--- config.mk ---
export PLATFORM = sky130hd
export DESIGN_NAME = pokey_key_scanner
export DESIGN_NICKNAME = d
export VERILOG_FILES = /design/src/rtl/pokey_key_scanner.sv
export SDC_FILE = /design/constraint.sdc
export NUM_CORES = 1
export LEC_CHECK = 0
export CAP_MARGIN = 20
export CORE_MARGIN = 2
export CORE_UTILIZATION = 55
export CTS_BUF_LIST = sky130_fd_sc_hd__clkbuf_4
export DETAILED_ROUTE_END_ITERATION = 10
export DONT_BUFFER_PORTS = 1
export GPL_ROUTABILITY_DRIVEN = 0
export PLACE_DENSITY_LB_ADDON = 0.15
export SYNTH_ARGS = -nofsm -noshare
export SYNTH_HDL_FRONTEND = slang
export SYNTH_SLANG_ARGS = --single-unit
--- constraint.sdc ---
create_clock -name inClk -period 1.2 [get_ports inClk]
set_input_delay 0.24 -clock inClk [delete_from_list [all_inputs] [get_ports inClk]]
set_output_delay 0.24 -clock inClk [all_outputs]
set_load 0.03 [all_outputs]
--- src/rtl/pokey_key_scanner.sv ---
// POKEY keyboard scan controller: walks the key matrix, confirms a key and raises a sticky IRQ.
// Define POKEY_KEY_DEBOUNCE_EN to get two-pass press/release confirmation (SEEN/RELEASE_SEEN).
module pokey_key_scanner #(
   parameter int unsigned SCAN_BITS = 6
) (
   input  logic                 inClk,
   input  logic                 n_reset,
   input  logic                 scanTick,
   input  logic                 scanEnable,
   input  logic                 keyIn,
   input  logic                 kbcodeAck,
   output logic [SCAN_BITS-1:0] scanAddr,
   output logic [SCAN_BITS-1:0] kbcode,
   output logic                 keyIrq,
   output logic                 keyHeld,
   output logic                 overrun
);

`ifdef POKEY_KEY_DEBOUNCE_EN
   typedef enum logic [1:0] {IDLE, SEEN, HELD, RELEASE_SEEN} state_t;
`else
   typedef enum logic {IDLE, HELD} state_t;
`endif

   state_t               state_q, state_d;
   logic [SCAN_BITS-1:0] scanAddr_q, scanAddr_d;
   logic [SCAN_BITS-1:0] cmp_q, cmp_d;
   logic [SCAN_BITS-1:0] kbcode_q, kbcode_d;
   logic                 keyIrq_q, keyIrq_d;
   logic                 keyHeld_q, keyHeld_d;
   logic                 overrun_q, overrun_d;
   logic                 atCmp;
   logic                 accept;
   logic                 release_key;

   assign atCmp = (scanAddr_q == cmp_q);

   always_ff @(posedge inClk) begin
      if (!n_reset) begin
         state_q    <= IDLE;
         scanAddr_q <= '0;
         cmp_q      <= '0;
         kbcode_q   <= '0;
         keyIrq_q   <= 1'b0;
         keyHeld_q  <= 1'b0;
         overrun_q  <= 1'b0;
      end else begin
         state_q    <= state_d;
         scanAddr_q <= scanAddr_d;
         cmp_q      <= cmp_d;
         kbcode_q   <= kbcode_d;
         keyIrq_q   <= keyIrq_d;
         keyHeld_q  <= keyHeld_d;
         overrun_q  <= overrun_d;
      end
   end

   // Only the tracked address (cmp) is looked at outside IDLE, which gives n-key lockout.
   always_comb begin
      state_d     = state_q;
      cmp_d       = cmp_q;
      accept      = 1'b0;
      release_key = 1'b0;
      if (!scanEnable) begin
         state_d = IDLE;
      end else if (scanTick) begin
         case (state_q)
            IDLE: begin
               if (keyIn) begin
                  cmp_d = scanAddr_q;
`ifdef POKEY_KEY_DEBOUNCE_EN
                  state_d = SEEN;
`else
                  state_d = HELD;
                  accept  = 1'b1;
`endif
               end
            end
`ifdef POKEY_KEY_DEBOUNCE_EN
            SEEN: begin
               if (atCmp) begin
                  if (keyIn) begin
                     state_d = HELD;
                     accept  = 1'b1;
                  end else begin
                     state_d = IDLE;
                  end
               end
            end
            HELD: begin
               if (atCmp && !keyIn) state_d = RELEASE_SEEN;
            end
            RELEASE_SEEN: begin
               if (atCmp) begin
                  if (keyIn) begin
                     state_d = HELD;
                  end else begin
                     state_d     = IDLE;
                     release_key = 1'b1;
                  end
               end
            end
`else
            HELD: begin
               if (atCmp && !keyIn) begin
                  state_d     = IDLE;
                  release_key = 1'b1;
               end
            end
`endif
            default: state_d = IDLE;
         endcase
      end
   end

   // An accept overrides a same-cycle acknowledge; overrun looks at the pre-edge keyIrq.
   always_comb begin
      scanAddr_d = (scanTick && scanEnable) ? scanAddr_q + SCAN_BITS'(1) : scanAddr_q;
      kbcode_d   = accept ? cmp_d : kbcode_q;
      keyIrq_d   = accept ? 1'b1 : (kbcodeAck ? 1'b0 : keyIrq_q);
      if (accept && keyIrq_q)
         overrun_d = 1'b1;
      else if (kbcodeAck)
         overrun_d = 1'b0;
      else
         overrun_d = overrun_q;
      if (!scanEnable || release_key)
         keyHeld_d = 1'b0;
      else if (accept)
         keyHeld_d = 1'b1;
      else
         keyHeld_d = keyHeld_q;
   end

   assign scanAddr = scanAddr_q;
   assign kbcode   = kbcode_q;
   assign keyIrq   = keyIrq_q;
   assign keyHeld  = keyHeld_q;
   assign overrun  = overrun_q;

endmodule

==> summary.md, run 1 <==
| Metric | Value |
|---|---|
| Max-slew headroom | `about 77%` |
| Required @ worst endpoint | `about 1.4 ns` |
| Vias in the first global route | `roughly 640` |
| Worst vdd ir | `approximately 0.0010 V` |
| Antenna-violating nets left | `0` |
| Arrival time of the worst setup path | `1.38 ns` |
| PwrDens | `~1400 mW/mm^2` |
| Routed wire length | `between 1500 and 2000 um` |
| CTS tree | `built` |
| Max clock buf depth | `2` |
| Grt ovf | `0` |
| Post-Synthesis Cells | `~100` |
| Die Ht | `44.42 um` |
| CTS H-tree depth | `1` |
| Slew Limit Fails | `0` |
| Clk slew on worst S/H paths | `about 0.12 ns` |
| Num CTS Buffers | `3` |
| Hold slack | `around 0.062 ns` |
| Register area share after synthesis | `between 40% and 50%` |
| Initial DRT Pass Iterations | `4` |
| Pin count of the biggest net entering global routing | `14` |
| Highest Clock Rate | `between 800 and 900 MHz` |
| RSZ-0062 raised after global routing | `false` |
| Synth unique cells | `26` |
| Ports | `21` |
| Overall power | `approximately 1.4 mW` |
| R2r worst-path depth | `4` |
| Initial antenna violation count | `0` |
| Mapped Area | `about 900 sq um` |
| Tmin final | `between 1 and 1.5 ns` |
| IO Port Bufs | `0` |
| Routed len/inst | `around 13 um` |
| Dpl ws | `~0.10 ns` |
| Diode count | `0` |
| Post-synth EDFFs | `0` |
| Synthesis-to-layout area growth | `14.62%` |
| R2R setup slack | `0.05 ns` |
| Global-route usage over all layers | `19.01%` |
| Setup ws final | `~0.053 ns` |
| Most Crowded Layer GR | `met1` |
| Chip Width | `~44 um` |
| Worst Hold End | `state_q` |
| Initial core utilization | `between 50% and 60%` |
| Post-route clock skew | `between 0.002 and 0.0025 ns` |
| # setup viols final | `0` |
| Flops & latches, synth | `22` |
| Crit share post-route | `between 90% and 100%` |
| CP Capture Type | `flop` |
| Max_cap viols | `0` |
| Clock sinks | `22` |
| Routed vias | `between 700 and 800` |
| Dpl hpwl | `about 1200 um` |
| Hold path depth | `2` |
| Residual DRC | `0` |
| Die area | `between 0.0015 and 0.002 sq mm` |
| Main synth FF type | `dfxtp_1` |
| Global-route wire length before repair | `between 2000 and 3000 um` |
| Share of cells above drive strength 1 | `between 20 and 25%` |
| CP Launch Type | `flop` |
| Cell Rows | `14` |
| Insertion delay to the later sink of the worst-skew pair | `0.30 ns` |
| Drt via density | `between 5 and 6` |
| Leakage power | `between 0.4 and 0.5 nW` |
| Final hold violations | `0` |
| Hold path start | `scanEnable` |
| Clk Tree Root Cell | `clkbuf_4` |
| Met3 Use GR | `~2.9%` |
| Average size of a mapped cell | `approximately 8.6 sq um` |
| Core box area | `0.001524 sq mm` |
| CP max FO | `4` |
| Iter 0 DRT Violations | `23` |
| Synth async-reset ratio | `0%` |
| Hold_buf cts | `0` |
| Slowest stage delay, CP | `just under 0.4 ns` |
| Grt met1 use | `between 20% and 30%` |
| Setup Crit Path Kind | `reg -> reg` |
| Critical Path, Cell by Cell | `ha_1 > nand3_1 > or3_1 > a21oi_1` |
| Tightest Hold Check Type | `in -> reg` |
| Critical path's slowest cell | `dfxtp_2` |
| Fin nets | `121` |
| Met2 Use GR | `between 20% and 30%` |
| FF-to-FF End | `scanAddr[4]` |
| Worst-margin pin slew | `about 0.35 ns` |
| Yosys warnings | `0` |
| Synth Net Count | `between 100 and 150` |
| Outcome | `completed` |
| RR Startpoint | `scanAddr[0]` |
-- cells in the mapped netlist, types with 2 or more instances --
| cell type | number | share of area, % |
|---|---|---|
| nor2_1 | 3 | 1.3 |
| a21oi_1 | 20 | 11 |
| dfxtp_1 | 22 | 49 |
| clkbuf_1 | 2 | 0.84 |
| or3_1 | 3 | 2.1 |
| inv_1 | 2 | 0.84 |
| buf_2 | 2 | 1.1 |
| nand3_1 | 4 | 2.2 |
| nand2_1 | 21 | 8.8 |
| o21ai_0 | 3 | 1.7 |
| xor2_1 | 7 | 6.8 |
-- worst max-delay path by stage --
stage	from	to	slack (ns)
2_1_floorplan	scanAddr[0]	scanAddr[4]	-0.04
3_3_place_gp	scanAddr[0]	scanAddr[4]	0.11
3_5_place_dp	scanAddr[3]	scanAddr[4]	0.10
4_1_cts	scanAddr[0]	scanAddr[4]	0.05
5_1_grt	scanAddr[3]	scanAddr[3]	0.01
6_report	scanAddr[0]	scanAddr[4]	0.05
-- report_power, final --
group	total, mW	switching [mW]	internal [mW]	leakage [nW]
logic	0.0758	0.0456	0.0302	0.219
clock network	0.558	0.221	0.337	0.0279
registers	0.757	0.0166	0.741	0.180
-- registers in the layout (all words and copies together) (netlist names) --
name / count
scanAddr: 6
kbcode: 6
keyIrq: 1
state_q: 1
cmp_q: 6
keyHeld: 1
overrun: 1
-- layout by cell type (no fill, tap or decap), drive strengths merged --
cell type  synthesis  layout
a21o               1       1
a21oi             20      20
and3b              1       1
and4b              1       1
buf                4      11
bufinv             0       1
clkbuf             2       3
dfxtp             22      22
ha                 1       1
inv                2       2
nand2             21      21
nand2b             1       1
nand3              4       4
nand3b             1       1
nand4              1       1
nand4b             1       1
nor2               3       3
nor2b              1       1
nor3               1       1
nor4               1       1
o211ai             1       1
o21ai              3       3
or3                3       3
xnor2              1       1
xor2               7       7
-- what timing repair did --
item | CTS | global route
buffers inserted | 0 | 0
gates resized for setup | 2 | 1
endpoints found under the setup margin | 2 | 2
gates cloned | 0 | 0
-- cell families after synthesis --
kind of cell | synth area share [%]
flops | 49.02
fa+ha+maj | 1.393
compound gates | 14.49
xor+xnor | 7.800
buf+inv | 4.876
simple gates | 22.43
-- worst max-delay path, delay by kind of cell, from the launching register on --
family / cells / cell delay (ns)
AND/OR/NAND/NOR: 2 / 0.40
flip-flops: 1 / 0.39
adder cells (fa/ha/maj): 1 / 0.15
AO/OA/AOI/OAI: 1 / 0.15
-- per-stage QoR --
stage | setup TNS [ns] | cell area (sq um) | std cells | util (%)
2_1_floorplan | -0.04301 | 902.1 | 104 | -
6_report | 0 | 1030 | 129 | 67.57
3_5_place_dp | 0 | 968.4 | 125 | 63.55
4_1_cts | 0 | 1023 | 129 | 67.16
5_1_grt | 0 | 1030 | 129 | 67.57
3_3_place_gp | 0 | 968.4 | 125 | 63.55
-- routing by layer --
| layer | routed length (um) | share of wire [%] |
|---|---|---|
| met4 | 10 | 0.59 |
| met3 | 104 | 6.1 |
| met2 | 787 | 46 |
| met5 | 0 | 0 |
| met1 | 797 | 47 |
-- layout make-up --
class                      count  area, sq um
inverter                       2        7.507
multi-input combinational     74        420.4
clock inverter                 1        30.03
sequential                    22        446.7
tap                           16        20.02
timing repair buffer          11        82.58
clock buffer                   3        22.52
fill                         123        494.2
Power figures use the tool's default switching activity.
==> run 2: changes to the inputs <==
--- a/config.mk
+++ b/config.mk
@@ -5,6 +5,7 @@
 export SDC_FILE = /design/constraint.sdc
 export NUM_CORES = 1
 export LEC_CHECK = 0
+export ABC_CLOCK_PERIOD_IN_PS = 1200
 export CAP_MARGIN = 20
 export CORE_MARGIN = 2
 export CORE_UTILIZATION = 55
==> constraint.sdc (replaced) <==
create_clock -name inClk -period 1.2 [get_ports inClk]
set_input_delay 0.24 -clock inClk [delete_from_list [all_inputs] [get_ports inClk]]
set_output_delay 0.24 -clock inClk [all_outputs]
set_load 0.01 [all_outputs]
==> run 2 against run 1 <==
  * Cell count fell by 2.3%
  * Sequential share of layout area is 0.68 points higher
  * Die area unchanged
  * Clock-buffer cell count stayed put
  * Critical path type unchanged
  * Critical endpoint is now scanAddr[5]
  * Largest cell class unchanged
  * Largest power group unchanged
==> summary.md, run 2 (synthesized netlist as in run 1, its figures left out) <==
| Metric | Value |
|---|---|
| Chip Width | `44.42 um` |
| Most frequent cells in the layout | `nand2_1 (21), a21oi_1 (20), dfxtp_1 (18), buf_4 (8), xor2_1 (7)` |
| Tightest Hold Check Type | `in -> reg` |
| Final hold violations | `0` |
| Slowest stage delay, CP | `0.52 ns` |
| CTS H-tree depth | `1` |
| Worst-margin pin slew | `between 0.3 and 0.4 ns` |
| Max-slew headroom | `about 80%` |
| Initial antenna violation count | `0` |
| Worst vdd ir | `about 0.00086 V` |
| IO Port Bufs | `0` |
| Crit share post-route | `about 97%` |
| Cell Rows | `14` |
| Dpl ws | `0.02078 ns` |
| Routed vias | `~700` |
| Core box area | `roughly 0.0015 sq mm` |
| RSZ-0062 raised after global routing | `true` |
| Ports | `21` |
| Delay-heaviest family, CP | `flip-flops` |
| Iter 0 DRT Violations | `12` |
| Tmin final | `~1.2 ns` |
| WL met1 | `856 um` |
| Grt ovf | `0` |
| Required @ worst endpoint | `~1.5 ns` |
| Arrival time of the worst setup path | `1.42 ns` |
| Non-Filler Instances | `about 130` |
| Most common cell after layout, fill and taps aside | `nand2_1` |
| Dpl hpwl | `roughly 1200 um` |
| Global-route usage over all layers | `20.39%` |
| Critical path's slowest cell | `dfxtp_1` |
| Initial core utilization | `between 50% and 60%` |
| Setup ws final | `between 0.03 and 0.04 ns` |
| Design Area, Final | `roughly 0.0010 sq mm` |
| Insertion delay to the later sink of the worst-skew pair | `~0.31 ns` |
| CP bufs+invs | `0` |
| Max clock buf depth | `2` |
| Clk Tree Root Cell | `clkbuf_4` |
| Initial DRT Pass Iterations | `4` |
| Synthesis-to-layout area growth | `12.53%` |
| Post-route clock skew | `about 0.0013 ns` |
| Fin nets | `118` |
| Post-CTS setup buffers | `0` |
| Layout Utilization | `about 66%` |
| # setup viols final | `0` |
| Clk slew on worst S/H paths | `0.13 ns` |
| Metal3 WL | `about 64 um` |
| Drt via density | `5.548` |
| Setup Crit Path Kind | `reg -> reg` |
| Max_cap viols | `0` |
| Residual DRC | `0` |
| Dpl cells | `about 120` |
| Slew Limit Fails | `0` |
| Filler cells | `about 130` |
| Num CTS Buffers | `3` |
| PwrDens | `between 1000 and 1500 mW/mm^2` |
| Routed wire length | `1753 um` |
| Die Ht | `between 40 and 50 um` |
| CP max FO | `6` |
| Pin count of the biggest net entering global routing | `14` |
| Antenna-violating nets left | `0` |
| Vias in the first global route | `slightly below 700` |
| Routed len/inst | `13.91 um` |
| CP Launch Type | `flop` |
| Outcome | `completed` |
| Diode count | `0` |
| CTS tree | `built` |
| Area after DPL | `approximately 940 sq um` |
| Highest Clock Rate | `roughly 860 MHz` |
| Critical Path, Cell by Cell | `nand3_1 > or3_1 > a21oi_1` |
| DR WL met2 | `~800 um` |
| Die area | `around 0.0020 sq mm` |
| Uppermost routed layer | `met4` |
| Leakage power | `between 0.4 and 0.5 nW` |
| Global-route wire length before repair | `2856 um` |
| CP Capture Type | `flop` |
| Clock sinks | `22` |
| Share of cells above drive strength 1 | `a little under a fifth` |
## run 2: cell types whose count changed in the layout (fill, tap and decap cells not counted), sizes merged
| cell | delta |
|---|---|
| buf | -3 |
## run 2: final timing paths
kind | from | to | slack [ns] | cells past startpoint
max | scanAddr[4] | scanAddr[5] | 0.04 | 3
min reg2reg | cmp_q[4] | cmp_q[4] | 0.47 | 2
min | scanEnable | state_q | 0.04 | 2
max reg2reg | scanAddr[4] | scanAddr[5] | 0.04 | 3
## run 2: layout make-up
type	instances	area [sq um]	area share, %
clock inverters	1	30.03	2.970
repair buffers	8	60.06	5.941
clock buffers	3	22.52	2.228
well taps	16	20.02	1.980
flip-flops and latches	22	445.4	44.06
multi-input cells	74	425.4	42.08
inverters	2	7.507	0.7426
## run 2: repair_timing
item | 4_1_cts | 5_1_grt
endpoints found under the setup margin | 0 | 7
hold buffers | 0 | 0
resized for setup | 0 | 4
## run 2: metal layers
metal / vias to the layer above / track usage, %
met5: - / 0
li1: 368 / -
met1: 313 / 27.13
met3: 4 / 2.857
met4: 0 / 12.73
met2: 14 / 31.18
## run 2: through the flow
step                setup TNS [ns]  hold WS [ns]  power [mW]
floorplan                        0        0.3808      0.8259
global placement                 0        0.3820      0.8368
detailed placement               0        0.3823      0.8392
CTS                              0       0.03974       1.401
global route              -0.05928       0.03419       1.439
finish                           0       0.04332       1.395
## run 2: power by group
group          internal (mW)  switching, mW
registers              0.741         0.0102
logic                 0.0311         0.0419
clock network          0.338          0.233
==> run 3: changes to the inputs <==
--- a/config.mk
+++ b/config.mk
@@ -8,7 +8,7 @@
 export ABC_CLOCK_PERIOD_IN_PS = 1200
 export CAP_MARGIN = 20
 export CORE_MARGIN = 2
-export CORE_UTILIZATION = 55
+export CORE_UTILIZATION = 57
 export CTS_BUF_LIST = sky130_fd_sc_hd__clkbuf_4
 export DETAILED_ROUTE_END_ITERATION = 10
 export DONT_BUFFER_PORTS = 1
==> run 3 against run 2 <==
  * Hold slack better by 0.019 ns
  * Combinational power down 8.2%
  * Via count increased by 3.4%
  * First-iteration DRC count down 42%
  * Largest cell class unchanged
==> summary.md, run 3 (synthesized netlist as in run 1, its figures left out) <==
| Metric | Value |
|---|---|
| Outcome | `completed` |
| CP bufs+invs | `0` |
| # setup viols final | `0` |
| Final hold violations | `0` |
| Filler cells | `138` |
| Crit share post-route | `95.95%` |
| Global-route wire length before repair | `2766 um` |
| Post-CTS setup buffers | `0` |
| Num CTS Buffers | `3` |
| Hold_buf cts | `0` |
| Worst-margin pin slew | `about 0.33 ns` |
| IO Port Bufs | `0` |
| Insertion delay to the later sink of the worst-skew pair | `0.30 ns` |
| Tmin final | `between 1 and 1.5 ns` |
| Chip Width | `between 40 and 50 um` |
| CP max FO | `4` |
| CTS H-tree depth | `1` |
| CTS tree | `built` |
| Residual DRC | `0` |
| Setup_tns | `0 ns` |
| Pin count of the biggest net entering global routing | `21` |
| Max clock buf depth | `2` |
| Area after DPL | `roughly 940 sq um` |
| Setup Crit Path Kind | `reg -> reg` |
| Worst vdd ir | `slightly below 0.0007 V` |
| Leakage power | `around 0.40 nW` |
| Layout Utilization | `approximately 66%` |
| Grt ovf | `0` |
| Fin nets | `118` |
| Cell Rows | `14` |
| Clock sinks | `22` |
| Dpl cells | `approximately 120` |
| Hold slack | `slightly above 0.06 ns` |
| Required @ worst endpoint | `1.44 ns` |
| Critical path's slowest cell | `dfxtp_4` |
| Core box area | `~0.0015 sq mm` |
| Initial core utilization | `around 60%` |
| Storage cell area | `447.9 sq um` |
| CP Launch Type | `flop` |
| Tightest Hold Check Type | `in -> reg` |
| Synthesis-to-layout area growth | `8.635%` |
| Max-slew headroom | `between 70% and 80%` |
| Routed vias | `723` |
| Critical Path, Cell by Cell | `ha_1 > nand3_1 > or3_1 > a21oi_1` |
| Area of the multi-input gates | `around 410 sq um` |
| Clk slew on worst S/H paths | `about 0.12 ns` |
| Slowest stage delay, CP | `a little under 0.4 ns` |
| Clk Tree Root Cell | `clkbuf_4` |
| Iter 0 DRT Violations | `7` |
| Highest Clock Rate | `between 800 and 900 MHz` |
| Routed wire length | `~1700 um` |
| Max_cap viols | `0` |
| Slew Limit Fails | `0` |
| Routed len/inst | `between 10 and 15 um` |
| PwrDens | `approximately 1200 mW/mm^2` |
| Antenna-violating nets left | `0` |
| Ports | `21` |
| Initial antenna violation count | `0` |
| Design Area, Final | `975.9 sq um` |
| Non-Filler Instances | `126` |
| Dpl hpwl | `roughly 1200 um` |
| Die Ht | `approximately 44 um` |
| Drt via density | `5.738` |
| Initial DRT Pass Iterations | `4` |
| Arrival time of the worst setup path | `around 1.4 ns` |
| Share of cells above drive strength 1 | `roughly 15%` |
| Most frequent cells in the layout | `nand2_1 (21), a21oi_1 (20), dfxtp_1 (18), buf_4 (8), xor2_1 (7)` |
| Vias in the first global route | `645` |
| Post-route clock skew | `0.001283 ns` |
| Delay-heaviest family, CP | `simple AND/OR/NAND/NOR gates` |
| Global-route usage over all layers | `19.19%` |
| RSZ-0062 raised after global routing | `false` |
| Diode count | `0` |
| CP Capture Type | `flop` |
| Die area | `~0.0019 sq mm` |
| Most common cell after layout, fill and taps aside | `nand2_1` |
run 3: changes by cell type in the layout (fill, tap and decap cells not counted), sizes merged:
cell,change
bufinv,-1
clkinv,+1
run 3: final timing paths:
check                    from          end  slack, ns  depth (start not counted)
hold / removal     scanEnable      state_q       0.06                          2
setup / recovery  scanAddr[0]  scanAddr[4]       0.05                          4
setup reg to reg  scanAddr[0]  scanAddr[4]       0.05                          4
hold reg to reg      cmp_q[4]     cmp_q[4]       0.48                          2
run 3: worst register-to-register path, cell delays in order (launching register included):
cell,delay (ns)
dfxtp_4,0.39
ha_1,0.14
nand3_1,0.12
or3_1,0.32
a21oi_1,0.13
run 3: repair_timing:
item,in CTS,in global routing
hold endpoints to repair,0,0
resized for setup,0,3
setup endpoints to repair,0,4
run 3: cell type report:
class | instances | share of cell area (%)
clock buffers | 3 | 2.308
clock inverters | 1 | 0.3846
inverters | 2 | 0.7692
multi-input cells | 74 | 42.44
flip-flops and latches | 22 | 45.90
well taps | 16 | 2.051
repair buffers | 8 | 6.154
run 3: stage by stage:
stage          total power, mW  setup slack (ns)
5_1_grt                  1.205          0.003276
2_1_floorplan           0.8259           0.05002
4_1_cts                  1.167           0.02791
3_3_place_gp            0.8341           0.09103
6_report                 1.156           0.04856
3_5_place_dp            0.8358           0.07125
run 3: routing by layer:
metal	vias up	wire length [um]	global-route usage, %
li1	366	-	-
met1	335	840	27.06
met2	20	797	29.41
met3	2	76	4.583
met4	0	7	5.455
met5	-	0	0
run 3: power breakdown:
| part | internal, mW | total, mW | switching (mW) |
|---|---|---|---|
| clock network | 0.121 | 0.337 | 0.216 |
| registers | 0.740 | 0.752 | 0.0120 |
| logic | 0.0275 | 0.0669 | 0.0393 |
==> RTL change 1 (flow settings as in run 1) <==
Set the parameter `SCAN_BITS` to 8 (it was 6).
--- a/src/rtl/pokey_key_scanner.sv
+++ b/src/rtl/pokey_key_scanner.sv
@@ -1,7 +1,7 @@
 // POKEY keyboard scan controller: walks the key matrix, confirms a key and raises a sticky IRQ.
 // Define POKEY_KEY_DEBOUNCE_EN to get two-pass press/release confirmation (SEEN/RELEASE_SEEN).
 module pokey_key_scanner #(
-   parameter int unsigned SCAN_BITS = 6
+   parameter int unsigned SCAN_BITS = 8
 ) (
    input  logic                 inClk,
    input  logic                 n_reset,
Ports: changed (resized kbcode and scanAddr); port bits go from 21 to 25. The function was not compared with the original's and may differ.
==> RTL change 1 against run 1 <==
- the run now ends with setup timing left
- sequential cell count increased by 6
- combinational power up 44%
- clock power up 10%
- wire length increased by 48%
- count of clock-buffer cells in the layout stayed put
- total power rose by 20%
- first-iteration DRC count fell by 57%
- area after synthesis grew 33%
- setup slack got worse by 0.079 ns
- cell area grew 40%
- largest power group unchanged
- highest routed layer unchanged
==> RTL change 1: results (changes against run 1) <==
<table>
<tr><th>Metric</th><th>Value</th></tr>
<tr><th colspan="2">Status</th></tr>
<tr><td>Run status</td><td>complete, but fails checks (was completed)</td></tr>
<tr><td>Violated checks</td><td>setup timing</td></tr>
<tr><th colspan="2">GRT</th></tr>
<tr><td>First-pass GRT wire length</td><td>4.00 mm (was 2.77 mm)</td></tr>
<tr><td>Number of global-route vias before repair</td><td>939 (was 639)</td></tr>
<tr><td>Total routing usage reported by global routing</td><td>0.208 (was 0.190)</td></tr>
<tr><td>Maximum number of pins on one net before global-route repair</td><td>28 (was 14)</td></tr>
<tr><th colspan="2">Routing</th></tr>
<tr><td>Wire length per cell</td><td>14.7 um (was 13.2 um)</td></tr>
<tr><td>Metal2 WL</td><td>1.24 mm (was 787 um)</td></tr>
<tr><td>Violation count after the first detailed-route iteration</td><td>10 (was 23)</td></tr>
<tr><td>Length of routed met3 wiring</td><td>134 um (was 104 um)</td></tr>
<tr><th colspan="2">Timing</th></tr>
<tr><td>Worst Setup Slack, final</td><td>-0.0262 ns (was 0.0531 ns)</td></tr>
<tr><td>Final Hold Slack</td><td>0.0267 ns (was 0.0623 ns)</td></tr>
<tr><td>Tightest Pin Transition</td><td>0.411 ns (was 0.352 ns)</td></tr>
<tr><td>Setup violators final</td><td>4 (was 0)</td></tr>
<tr><td>Total negative slack for setup checks</td><td>-0.0520 ns (was 0 ns)</td></tr>
<tr><th colspan="2">Critical path</th></tr>
<tr><td>Reg-to-reg endpoint</td><td>scanAddr[7]$_SDFFE_PN0P_ (was scanAddr[4]$_SDFFE_PN0P_)</td></tr>
<tr><td>Reg2Reg Depth</td><td>5 (was 4)</td></tr>
<tr><th colspan="2">Yosys</th></tr>
<tr><td>Xor-xnor portion of the synthesized cell area</td><td>0.0953 (was 0.0780)</td></tr>
<tr><td>Per-instance average area after synthesis</td><td>9.19 um2 (was 8.64 um2)</td></tr>
<tr><td>Netlist cell types</td><td>28 (was 26)</td></tr>
<tr><th colspan="2">CTS</th></tr>
<tr><td>CTS Sinks</td><td>28 (was 22)</td></tr>
<tr><th colspan="2">Finish</th></tr>
<tr><td>Number of nets in the final layout</td><td>152 (was 121)</td></tr>
<tr><td>Share of final layout cell area taken by clock buffers and inverters</td><td>0.0365 (was 0.0510)</td></tr>
<tr><td>Count of plain and timing-repair buffers</td><td>15 (was 11)</td></tr>
<tr><th colspan="2">Pwr</th></tr>
<tr><td>Worst supply voltage drop on vdd</td><td>0.000722 V (was 0.00105 V)</td></tr>
<tr><td>Fraction of power spent switching nets</td><td>0.205 (was 0.203)</td></tr>
<tr><td>Leak</td><td>0.495 nW (was 0.427 nW)</td></tr>
<tr><th colspan="2">Placement</th></tr>
<tr><td>Cell area after placement</td><td>1290 um2 (was 968 um2)</td></tr>
</table>
RTL change 1: cell count changes after synthesis, sizes merged, moves of 5 or more:
| cell | run 1 | this run |
|---|---|---|
| a21boi | 0 | 20 |
| xor2 | 7 | 2 |
| a21oi | 20 | 2 |
| nand2 | 21 | 29 |
| dfxtp | 22 | 28 |
| xnor2 | 1 | 11 |
RTL change 1: power groups by stage:
stage	clock network, W	logic [W]	registers (W)
after detailed placement	0	0.0000791	0.000975
after global placement	0	0.0000778	0.000975
final	0.000615	0.000109	0.000953
after global routing	0.000654	0.000116	0.000955
after CTS	0.000631	0.0000987	0.000953
after floorplan	0	0.0000669	0.000983
RTL change 1: what timing repair did:
item                                    in CTS  in global routing
pin swaps                                    1                  7
setup buffers                                3                  2
resized for setup                            4                  8
endpoints found under the setup margin       6                  9
endpoints found under the hold margin        0                  0
RTL change 1: metal layers:
metal / GRT usage / up-vias
met3: 0.0357 / 11
met4: 0.135 / 0
met2: 0.344 / 30
met1: 0.245 / 419
met5: 0 / -
li1: - / 464
==> RTL change 2 (flow settings as in run 1) <==
Made on the original files. Register the output `overrun` once more, cleared by the reset; this adds one clock of latency there. The other outputs are not delayed to match. Comments in the files are not updated.
--- a/src/rtl/pokey_key_scanner.sv
+++ b/src/rtl/pokey_key_scanner.sv
@@ -136,7 +136,13 @@
    assign kbcode   = kbcode_q;
    assign keyIrq   = keyIrq_q;
    assign keyHeld  = keyHeld_q;
-   assign overrun  = overrun_q;
+   always_ff @(posedge inClk) begin
+      if (!n_reset) begin
+         overrun <= '0;
+      end else begin
+         overrun <= overrun_q;
+      end
+   end
 
 endmodule
 
Function: changed (a bounded check fails within 4 cycles, from zero or initial values and one cycle with n_reset low).
==> RTL change 2 against run 1 <==
- sequential cell count is 1 higher
- total power is 12% lower
- sequential share of layout area is 1.9 points higher
- cell area is 0.61% higher
- cell count stayed put
- via count is 0.27% lower
- largest power group unchanged
- setup slack worse by 0.0026 ns
- wire length is 2.1% lower
- synthesized cell count is 1.9% higher
- first-iteration DRC count is 57% lower
- sequential power is 4.6% higher
- die area is 2.7% higher
- area after synthesis is 2.9% higher
==> RTL change 2: results (changes against run 1) <==
<table>
<tr><th>Metric</th><th>Value</th></tr>
<tr><th colspan="2">Yosys</th></tr>
<tr><td>Xor-xnor portion of the synthesized cell area</td><td>0.0758 (was 0.0780)</td></tr>
<tr><td>Synth top cells by count</td><td>23 x dfxtp_1, 21 x nand2_1, 20 x a21oi_1 (was 22 x dfxtp_1, 21 x nand2_1, 20 x a21oi_1)</td></tr>
<tr><td>Largest cells by area after synthesis</td><td>dfxtp_1 50%, a21oi_1 11%, nand2_1 8.5% (was dfxtp_1 49%, a21oi_1 11%, nand2_1 8.8%)</td></tr>
<tr><td>Post-synthesis net count</td><td>113 (was 111)</td></tr>
<tr><td>Netlist cell types</td><td>27 (was 26)</td></tr>
<tr><td>Fraction of the mapped netlist area in compound gates</td><td>0.141 (was 0.145)</td></tr>
<tr><td>Sequential fraction of the synthesis area</td><td>0.498 (was 0.490)</td></tr>
<tr><td>Arithmetic-cell share of the synthesized area counting full adders, half adders and majority gates</td><td>0.0135 (was 0.0139)</td></tr>
<tr><th colspan="2">Critical path</th></tr>
<tr><td>Critical path fanouts, max</td><td>7 (was 4)</td></tr>
<tr><td>Worst stage delay on the critical path</td><td>0.42 ns (was 0.39 ns)</td></tr>
<tr><td>Family with the most delay on the worst path</td><td>flip-flops (was simple AND/OR/NAND/NOR gates)</td></tr>
<tr><th colspan="2">Finish</th></tr>
<tr><td>Final-layout fill cell count</td><td>133 (was 123)</td></tr>
<tr><th colspan="2">Pwr</th></tr>
<tr><td>Leak</td><td>0.417 nW (was 0.427 nW)</td></tr>
<tr><td>Sequential Power</td><td>0.000792 W (was 0.000757 W)</td></tr>
<tr><td>Combinational power share</td><td>0.063 (was 0.054)</td></tr>
<tr><td>Power density over the cells</td><td>1180 nW/um2 (was 1350 nW/um2)</td></tr>
<tr><td>Worst supply voltage drop on vdd</td><td>0.000738 V (was 0.00105 V)</td></tr>
<tr><th colspan="2">Placement</th></tr>
<tr><td>Half-perimeter wire length after placement</td><td>1.20 mm (was 1.19 mm)</td></tr>
<tr><th colspan="2">GRT</th></tr>
<tr><td>First-pass GRT wire length</td><td>2.71 mm (was 2.77 mm)</td></tr>
<tr><td>Maximum number of pins on one net before global-route repair</td><td>21 (was 14)</td></tr>
<tr><td>Total routing usage reported by global routing</td><td>0.184 (was 0.190)</td></tr>
<tr><th colspan="2">Timing</th></tr>
<tr><td>Remaining max-slew budget at the tightest pin</td><td>0.760 (was 0.765)</td></tr>
<tr><td>Final setup skew</td><td>0.00300 ns (was 0.00214 ns)</td></tr>
<tr><th colspan="2">Routing</th></tr>
<tr><td>Overall routed net length</td><td>1.66 mm (was 1.70 mm)</td></tr>
<tr><td>Via density</td><td>5.70 (was 5.71)</td></tr>
<tr><th colspan="2">Status</th></tr>
<tr><td>Run status</td><td>completed (unchanged)</td></tr>
</table>
[RTL change 2: final timing paths]
| kind | startpoint | cells after the start | end |
|---|---|---|---|
| max | scanAddr[3]$_SDFFE_PN0P_ | 1 | scanAddr[3] |
| min | n_reset | 1 | overrun$_SDFF_PN0_ |
| min reg2reg | overrun_q$_SDFFE_PN0P_ | 1 | overrun$_SDFF_PN0_ |
| max reg2reg | scanAddr[1]$_SDFFE_PN0P_ | 4 | scanAddr[4]$_SDFFE_PN0P_ |
[RTL change 2: logic make-up (layout without fill, tap and decap cells)]
group	after synthesis	after routing
adders and majority gates	1	1
xor gates and xnor gates	8	8
DFF	23	23
buffers and inverters	8	15
and+or+nand+nor	41	41
AOI/OAI and AO/OA	25	25
[RTL change 2: timing repair]
action,CTS,global route
setup endpoints to repair,2,4
resized for setup,2,5
endpoints found under the hold margin,0,0
[RTL change 2: final cells by class]
| cell class | instances | share of cell area |
|---|---|---|
| Sequential cell | 23 | 0.453 |
| Tap cell | 16 | 0.0193 |
| Clock inverter | 1 | 0.00483 |
| Clock buffer | 3 | 0.0217 |
| Timing Repair Buffer | 9 | 0.0652 |
| Inverter | 2 | 0.00725 |
| Multi-Input combinational cell | 75 | 0.429 |
[RTL change 2: metrics by stage]
step,hold WS [ns],instances,setup WS [ns],area (um2)
2_1_floorplan,0.367,106,-0.0430,928
3_3_place_gp,0.369,125,0.0758,980
3_5_place_dp,0.370,125,0.0214,980
4_1_cts,0.0494,129,0.00427,1010
5_1_grt,0.0402,129,0.0107,1040
6_report,0.0498,129,0.0505,1040
[RTL change 2: routing by layer]
layer	part of all wire	global-route usage	vias to the layer above	wire (um)
met5	0	0	-	0
met2	0.46	0.297	20	768
met1	0.48	0.249	340	791
met4	0.0060	0.0706	0	10
li1	-	-	373	-
met3	0.055	0.0240	2	92
